==> src/rtl/softex_streamer_tail_masker.sv <==
// Load-side tail masker for the softex streamer: counts beats per transfer and
// pads/unstrobes bytes past the vector tail on the final beat, one register stage.
module softex_streamer_tail_masker #(
  parameter int unsigned      DW        = 256,
  parameter int unsigned      PAD_W     = 16,
  parameter logic [PAD_W-1:0] PAD_VALUE = 16'hFF80
) (
  input  logic                    clk_i,
  input  logic                    rst_ni,
  input  logic                    clear_i,
  input  logic                    start_i,
  input  logic [31:0]             tot_len_i,
  input  logic [$clog2(DW/8)-1:0] lftovr_i,
  input  logic                    in_valid_i,
  output logic                    in_ready_o,
  input  logic [DW-1:0]           in_data_i,
  input  logic [DW/8-1:0]         in_strb_i,
  output logic                    out_valid_o,
  input  logic                    out_ready_i,
  output logic [DW-1:0]           out_data_o,
  output logic [DW/8-1:0]         out_strb_o,
  output logic                    out_last_o,
  output logic                    busy_o,
  output logic                    done_o
);

  localparam int unsigned NB = DW / 8;
  localparam int unsigned LW = $clog2(NB);
  localparam int unsigned PB = PAD_W / 8;

  typedef enum logic [1:0] {
    IDLE  = 2'd0,
    RUN   = 2'd1,
    DRAIN = 2'd2,
    DONE  = 2'd3
  } state_e;

  // Bytes at or past lftovr take the little-endian pad lane byte and lose their strobe.
  function automatic logic [NB+DW-1:0] mask_beat(
    input logic [DW-1:0] data,
    input logic [NB-1:0] strb,
    input logic [LW-1:0] lftovr
  );
    logic [DW-1:0] d;
    logic [NB-1:0] s;
    d = data;
    s = strb;
    for (int i = 0; i < int'(NB); i++) begin
      if (i >= int'(lftovr)) begin
        d[8*i +: 8] = PAD_VALUE[8*(i % int'(PB)) +: 8];
        s[i]        = 1'b0;
      end else begin
        d[8*i +: 8] = data[8*i +: 8];
        s[i]        = strb[i];
      end
    end
    return {s, d};
  endfunction

  state_e           state_q, state_d;
  logic [31:0]      cnt_q, cnt_d;
  logic [31:0]      last_idx_q, last_idx_d;
  logic [LW-1:0]    lftovr_q, lftovr_d;
  logic             out_valid_q, out_valid_d;
  logic [DW-1:0]    out_data_q, out_data_d;
  logic [NB-1:0]    out_strb_q, out_strb_d;
  logic             out_last_q, out_last_d;

  logic             in_hs_s;
  logic             out_hs_s;
  logic             is_final_s;
  logic             mask_en_s;
  logic [NB+DW-1:0] beat_s;

  assign in_ready_o = (state_q == RUN) & ~clear_i & (~out_valid_q | out_ready_i);
  assign in_hs_s    = in_valid_i & in_ready_o;
  assign out_hs_s   = out_valid_q & out_ready_i;
  assign is_final_s = (cnt_q == last_idx_q);
  assign mask_en_s  = is_final_s & (lftovr_q != '0);
  assign beat_s     = mask_en_s ? mask_beat(in_data_i, in_strb_i, lftovr_q)
                                : {in_strb_i, in_data_i};

  assign out_valid_o = out_valid_q;
  assign out_data_o  = out_data_q;
  assign out_strb_o  = out_strb_q;
  assign out_last_o  = out_last_q;

  // State register
  always_ff @(posedge clk_i or negedge rst_ni) begin
    if (!rst_ni) begin
      state_q <= IDLE;
    end else begin
      state_q <= state_d;
    end
  end

  // Next-state logic; clear overrides every transition
  always_comb begin
    state_d = state_q;
    if (clear_i) begin
      state_d = IDLE;
    end else begin
      case (state_q)
        IDLE: begin
          if (start_i) begin
            state_d = (tot_len_i == 32'd0) ? DONE : RUN;
          end else begin
            state_d = IDLE;
          end
        end
        RUN: begin
          if (in_hs_s && is_final_s) begin
            state_d = DRAIN;
          end else begin
            state_d = RUN;
          end
        end
        DRAIN: begin
          if (out_hs_s) begin
            state_d = DONE;
          end else begin
            state_d = DRAIN;
          end
        end
        DONE:    state_d = IDLE;
        default: state_d = IDLE;
      endcase
    end
  end

  // Status outputs decoded from the state register
  always_comb begin
    busy_o = 1'b0;
    done_o = 1'b0;
    case (state_q)
      RUN:     busy_o = 1'b1;
      DRAIN:   busy_o = 1'b1;
      DONE:    done_o = 1'b1;
      default: begin
        busy_o = 1'b0;
        done_o = 1'b0;
      end
    endcase
  end

  // Beat counter, latched lengths and output register next values
  always_comb begin
    cnt_d       = cnt_q;
    last_idx_d  = last_idx_q;
    lftovr_d    = lftovr_q;
    out_valid_d = out_valid_q;
    out_data_d  = out_data_q;
    out_strb_d  = out_strb_q;
    out_last_d  = out_last_q;
    if (clear_i) begin
      cnt_d       = 32'd0;
      last_idx_d  = 32'd0;
      lftovr_d    = '0;
      out_valid_d = 1'b0;
      out_data_d  = '0;
      out_strb_d  = '0;
      out_last_d  = 1'b0;
    end else begin
      if (state_q == IDLE && start_i && tot_len_i != 32'd0) begin
        cnt_d      = 32'd0;
        last_idx_d = tot_len_i - 32'd1;
        lftovr_d   = lftovr_i;
      end else if (in_hs_s) begin
        cnt_d = is_final_s ? 32'd0 : cnt_q + 32'd1;
      end else begin
        cnt_d = cnt_q;
      end
      // A concurrent output handshake is absorbed by the reload
      if (in_hs_s) begin
        out_valid_d = 1'b1;
        out_data_d  = beat_s[DW-1:0];
        out_strb_d  = beat_s[NB+DW-1:DW];
        out_last_d  = is_final_s;
      end else if (out_hs_s) begin
        out_valid_d = 1'b0;
      end else begin
        out_valid_d = out_valid_q;
      end
    end
  end

  // Datapath registers
  always_ff @(posedge clk_i or negedge rst_ni) begin
    if (!rst_ni) begin
      cnt_q       <= 32'd0;
      last_idx_q  <= 32'd0;
      lftovr_q    <= '0;
      out_valid_q <= 1'b0;
      out_data_q  <= '0;
      out_strb_q  <= '0;
      out_last_q  <= 1'b0;
    end else begin
      cnt_q       <= cnt_d;
      last_idx_q  <= last_idx_d;
      lftovr_q    <= lftovr_d;
      out_valid_q <= out_valid_d;
      out_data_q  <= out_data_d;
      out_strb_q  <= out_strb_d;
      out_last_q  <= out_last_d;
    end
  end

endmodule

==> config.mk <==
export PLATFORM = sky130hd
export DESIGN_NAME = softex_streamer_tail_masker
export DESIGN_NICKNAME = d
export VERILOG_FILES = /design/src/rtl/softex_streamer_tail_masker.sv
export SDC_FILE = /design/constraint.sdc
export NUM_CORES = 1
export LEC_CHECK = 0
export ABC_AREA = 1
export ABC_CLOCK_PERIOD_IN_PS = 4700
export CAP_MARGIN = 20
export CORE_AREA = 2 2 243 245
export CTS_CLUSTER_SIZE = 30
export DETAILED_ROUTE_END_ITERATION = 12
export DIE_AREA = 0 0 245 247
export PLACE_DENSITY = 0.61
export SYNTH_ARGS = -nofsm -noshare
export SYNTH_HDL_FRONTEND = slang
export SYNTH_SLANG_ARGS = --single-unit
==> constraint.sdc <==
create_clock -name clk_i -period 4.7 [get_ports clk_i]
set_clock_uncertainty 0.15 [all_clocks]
set_input_delay 0.47 -clock clk_i [delete_from_list [all_inputs] [get_ports clk_i]]
set_output_delay 0.47 -clock clk_i [all_outputs]
set_load 0.005 [all_outputs]
==> results by group <==
Timing
  • Crit path time final: 3.20 ns
  • Slew of the pin with the lowest slew margin: 0.948 ns
  • Post-route setup TNS: 0 ns
  • Share of the cycle needed by the critical path after routing: 68.2%
  • Setup repair after global routing missed its margin: no
  • Final Hold Fails: 0
  • Worst hold slack: 0.305 ns
  • Number of slew-limit violations in the final report: 0
  • Max frequency: 312 MHz
  • Max-Slew Margin vs Limit: 36.8%
  • Count of final setup violators: 0

Drt
  • Number of remaining DRC errors: 0
  • Wire length per cell after detailed routing: 18.5 microns
  • WL final: 73800 microns
  • Total via count in the routed design: 18300
  • Antenna Nets Post-Route: 0
  • Post-detailed-route via-to-cell ratio: 4.59
  • Pre-antenna DRT Iters: 5
  • DRC marker count from the first detailed-route iteration: 1185

Clocking
  • CTS clk-pin slew, worst paths: 0.06 ns
  • CTS Buf Count: 45
  • Insertion delay to the later sink of the worst-skew pair: 0.58 ns
  • TritonCTS sink count: 361
  • Deepest clock path buffer count: 3
  • Quantity of gates resized following cts: 0
  • H-tree Lvls: 2
  • Hold-fix buffers at CTS: 1
  • CTS Root Cell: clkbuf_16
  • Buffers inserted during post-CTS setup optimization: 0
  • Clock tree from TritonCTS: built

Placed design
  • DPL Wire Length: 54600 microns
  • Placed instance count: 3902
  • Count of buffers inserted at the top-level ports: 623
  • Final weighted congestion in routability-driven placement: 0.858

Critical path
  • Critical path's most frequent cell: nand2_1
  • Maximum fanout along the worst path: 47
  • Worst path slowest cell: nand3_4
  • Data arrival time of the critical path: 3.56 ns
  • Reg-to-reg setup timing slack: 1.50 ns
  • Crit path required time: 5.05 ns
  • RR Endpoint: out_data_o[94]
  • Critical Path, Cell by Cell: nor2_1 -> inv_1 -> nor2_4 -> nand2_4 -> nand3_4 -> nand2_1 -> nand2_1 -> nand2_1 -> nand2_1
  • Delay of the slowest cell on the worst path: 0.68 ns
  • Setup crit start kind: flip-flop
  • WS Path Type: flip-flop to flip-flop
  • Critical path capture point type: flip-flop
  • Worst path top cell family by delay: simple AND/OR/NAND/NOR gates
  • Depth of the most critical reg-to-reg path: 9
  • Buf+Inv Stages, Crit Path: 1
  • Reg2Reg Launch Point: lftovr_q[2]

Yosys
  • Flop and latch count out of synthesis: 361
  • Most frequent cell after synthesis: nand2_1
  • Top FF cell, synth: dfrtp_1
  • Top cells by instance count after synthesis: nand2_1, dfrtp_1, inv_1
  • Synth area leader: dfrtp_1
  • Async S/R FF share, synth: 100%
  • Total number of yosys warnings: 0
  • Post-synth top area share: 46.7%
  • Summed instance area of the synthesized netlist: 19400 sq um
  • Gate count after technology mapping: 2603
  • Top area cells in the synthesized netlist: dfrtp_1, nand2_1, inv_1, nor2_1, nand3_1
  • Number of flops mapped to enable cells by yosys: 0
  • Number of distinct library cells after synthesis: 51
  • Post-Synthesis Net Count: 2942
  • Post-synthesis average cell area: 7.44 sq um
  • Sequential fraction of the synthesis area: 46.7%

Floorplanning
  • Die Area: 60500 sq um
  • Die width: 245 microns
  • Starting utilization of the core area: 33.2%
  • Placeable core region: 58200 sq um
  • # IOs: 624
  • Row count: 89
  • DIE HEIGHT: 247 microns

Power and ir drop
  • LEAKAGE: 14.1 nW
  • Areal power density over the cells: 314 nW/um^2
  • Peak VDD IR: 0.263 mV

Cells and area
  • Storage element area: 9030 sq um
  • Fraction of layout instances using a drive strength above 1: 5.61%
  • Final Non-Filler Cells: 3992
  • Multi-input logic area: 8400 sq um
  • Fraction of the core area covered by cells at the end of the flow: 47.4%
  • P&R area growth vs syn: 42.5%
  • Number of inserted filler cells in the final layout: 5744
  • Net count, final: 3516

Min path
  • Hold Path Depth: 3
  • Start point of the worst min-delay path: in_data_i[128]
  • End of the worst hold path: out_data_o[128]
  • Min-delay worst type: input port to flip-flop

Global routing
  • Global-route wire length before repair: 110000 microns
  • Overflow left after global routing: 0
  • Largest net degree at the start of global routing: 160
  • Antenna violations before repair: 14
  • Via count of the first global-routing pass: 17400
  • GR Util All Layers: 23.9%

Status
  • Outcome: completed

Flow run
  • Max Cap Viol: 0
## kinds of logic (layout without fill, tap and decap cells)
kind of cell             Yosys count  after routing  share of synthesized area, %
adder cells (fa/ha/maj)            8              8                         0.517
AO/OA/AOI/OAI                     89             89                          2.84
other                              0              8                             0
flip-flops                       361            361                          46.7
XOR/XNOR                          47             47                          2.17
AND/OR/NAND/NOR                 1681           1681                          37.8
buffers and inverters            417           1025                          9.99
## placed cells by master, fill, tap and decap left out, drive strengths merged, types with 9 or more instances in the layout
master	synthesis	layout
nand3	123	123
nand4	90	90
clkinv	4	9
xnor2	21	21
nor2	193	193
o21ai	35	35
inv	300	301
dfrtp	361	361
o22ai	25	25
nor3	19	19
or2	11	11
a21oi	10	10
xor2	26	26
buf	92	17
a22o	9	9
nand2	1231	1231
clkbuf	21	72
clkdlybuf4s50	0	622
## stage by stage
step / worst slack, ns / cell area (sq um) / power [W]
floorplan: 2.75 / 19400 / 0.00421
global placement: 1.41 / 26000 / 0.00507
detailed placement: 1.35 / 26000 / 0.00508
CTS: 1.45 / 27600 / 0.00878
global route: 1.15 / 27600 / 0.00907
finish: 1.50 / 27600 / 0.00867
## state kept, by name, summed over array words and instances (netlist names)
signal,flops
out_data_o,256
last_idx_q,32
out_valid_o,1
out_strb_o,32
lftovr_q,5
state_q,2
cnt_q,32
out_last_o,1
## worst min-delay path, cell delays in order
cell and delay, ns:
clkdlybuf4s50_1 0.39, nand3_1 0.08, nand2_1 0.05
## metal layers
| layer | GRT usage [%] | up-vias | wire, microns |
|---|---|---|---|
| li1 | - | 9148 | - |
| met2 | 39.3 | 573 | 35200 |
| met3 | 5.85 | 101 | 5140 |
| met1 | 30.9 | 8468 | 31500 |
| met4 | 7.55 | 14 | 1810 |
| met5 | 0 | - | 90 |
## report_power, final
group	switching [W]	leakage (nW)	internal, W	total (W)
clock network	0.00141	0.777	0.00225	0.00366
logic	0.000896	8.33	0.000722	0.00162
registers	0.000112	4.96	0.00328	0.00339
total	0.00242	14.1	0.00625	0.00867
## worst max-delay path by stage
stage	to	depth (start not counted)	startpoint
after floorplan	cnt_q[21]	11	tot_len_i[0]
after global placement	cnt_q[5]	12	out_ready_i
after detailed placement	cnt_q[5]	12	out_ready_i
after CTS	out_data_o[47]	9	lftovr_q[2]
after global routing	out_data_o[47]	9	lftovr_q[2]
final	out_data_o[94]	9	lftovr_q[2]
## cell type report
| cell class | count | area share [%] |
|---|---|---|
| Sequential cell | 361 | 32.7 |
| Multi-Input combinational cell | 1825 | 30.5 |
| Timing Repair Buffer | 640 | 23.4 |
| Clock buffer | 72 | 5.22 |
| Inverter | 304 | 4.20 |
| Tap cell | 773 | 3.51 |
| Clock inverter | 9 | 0.449 |
| Antenna cell | 8 | 0.0726 |
(Power assumes the default switching activity.)
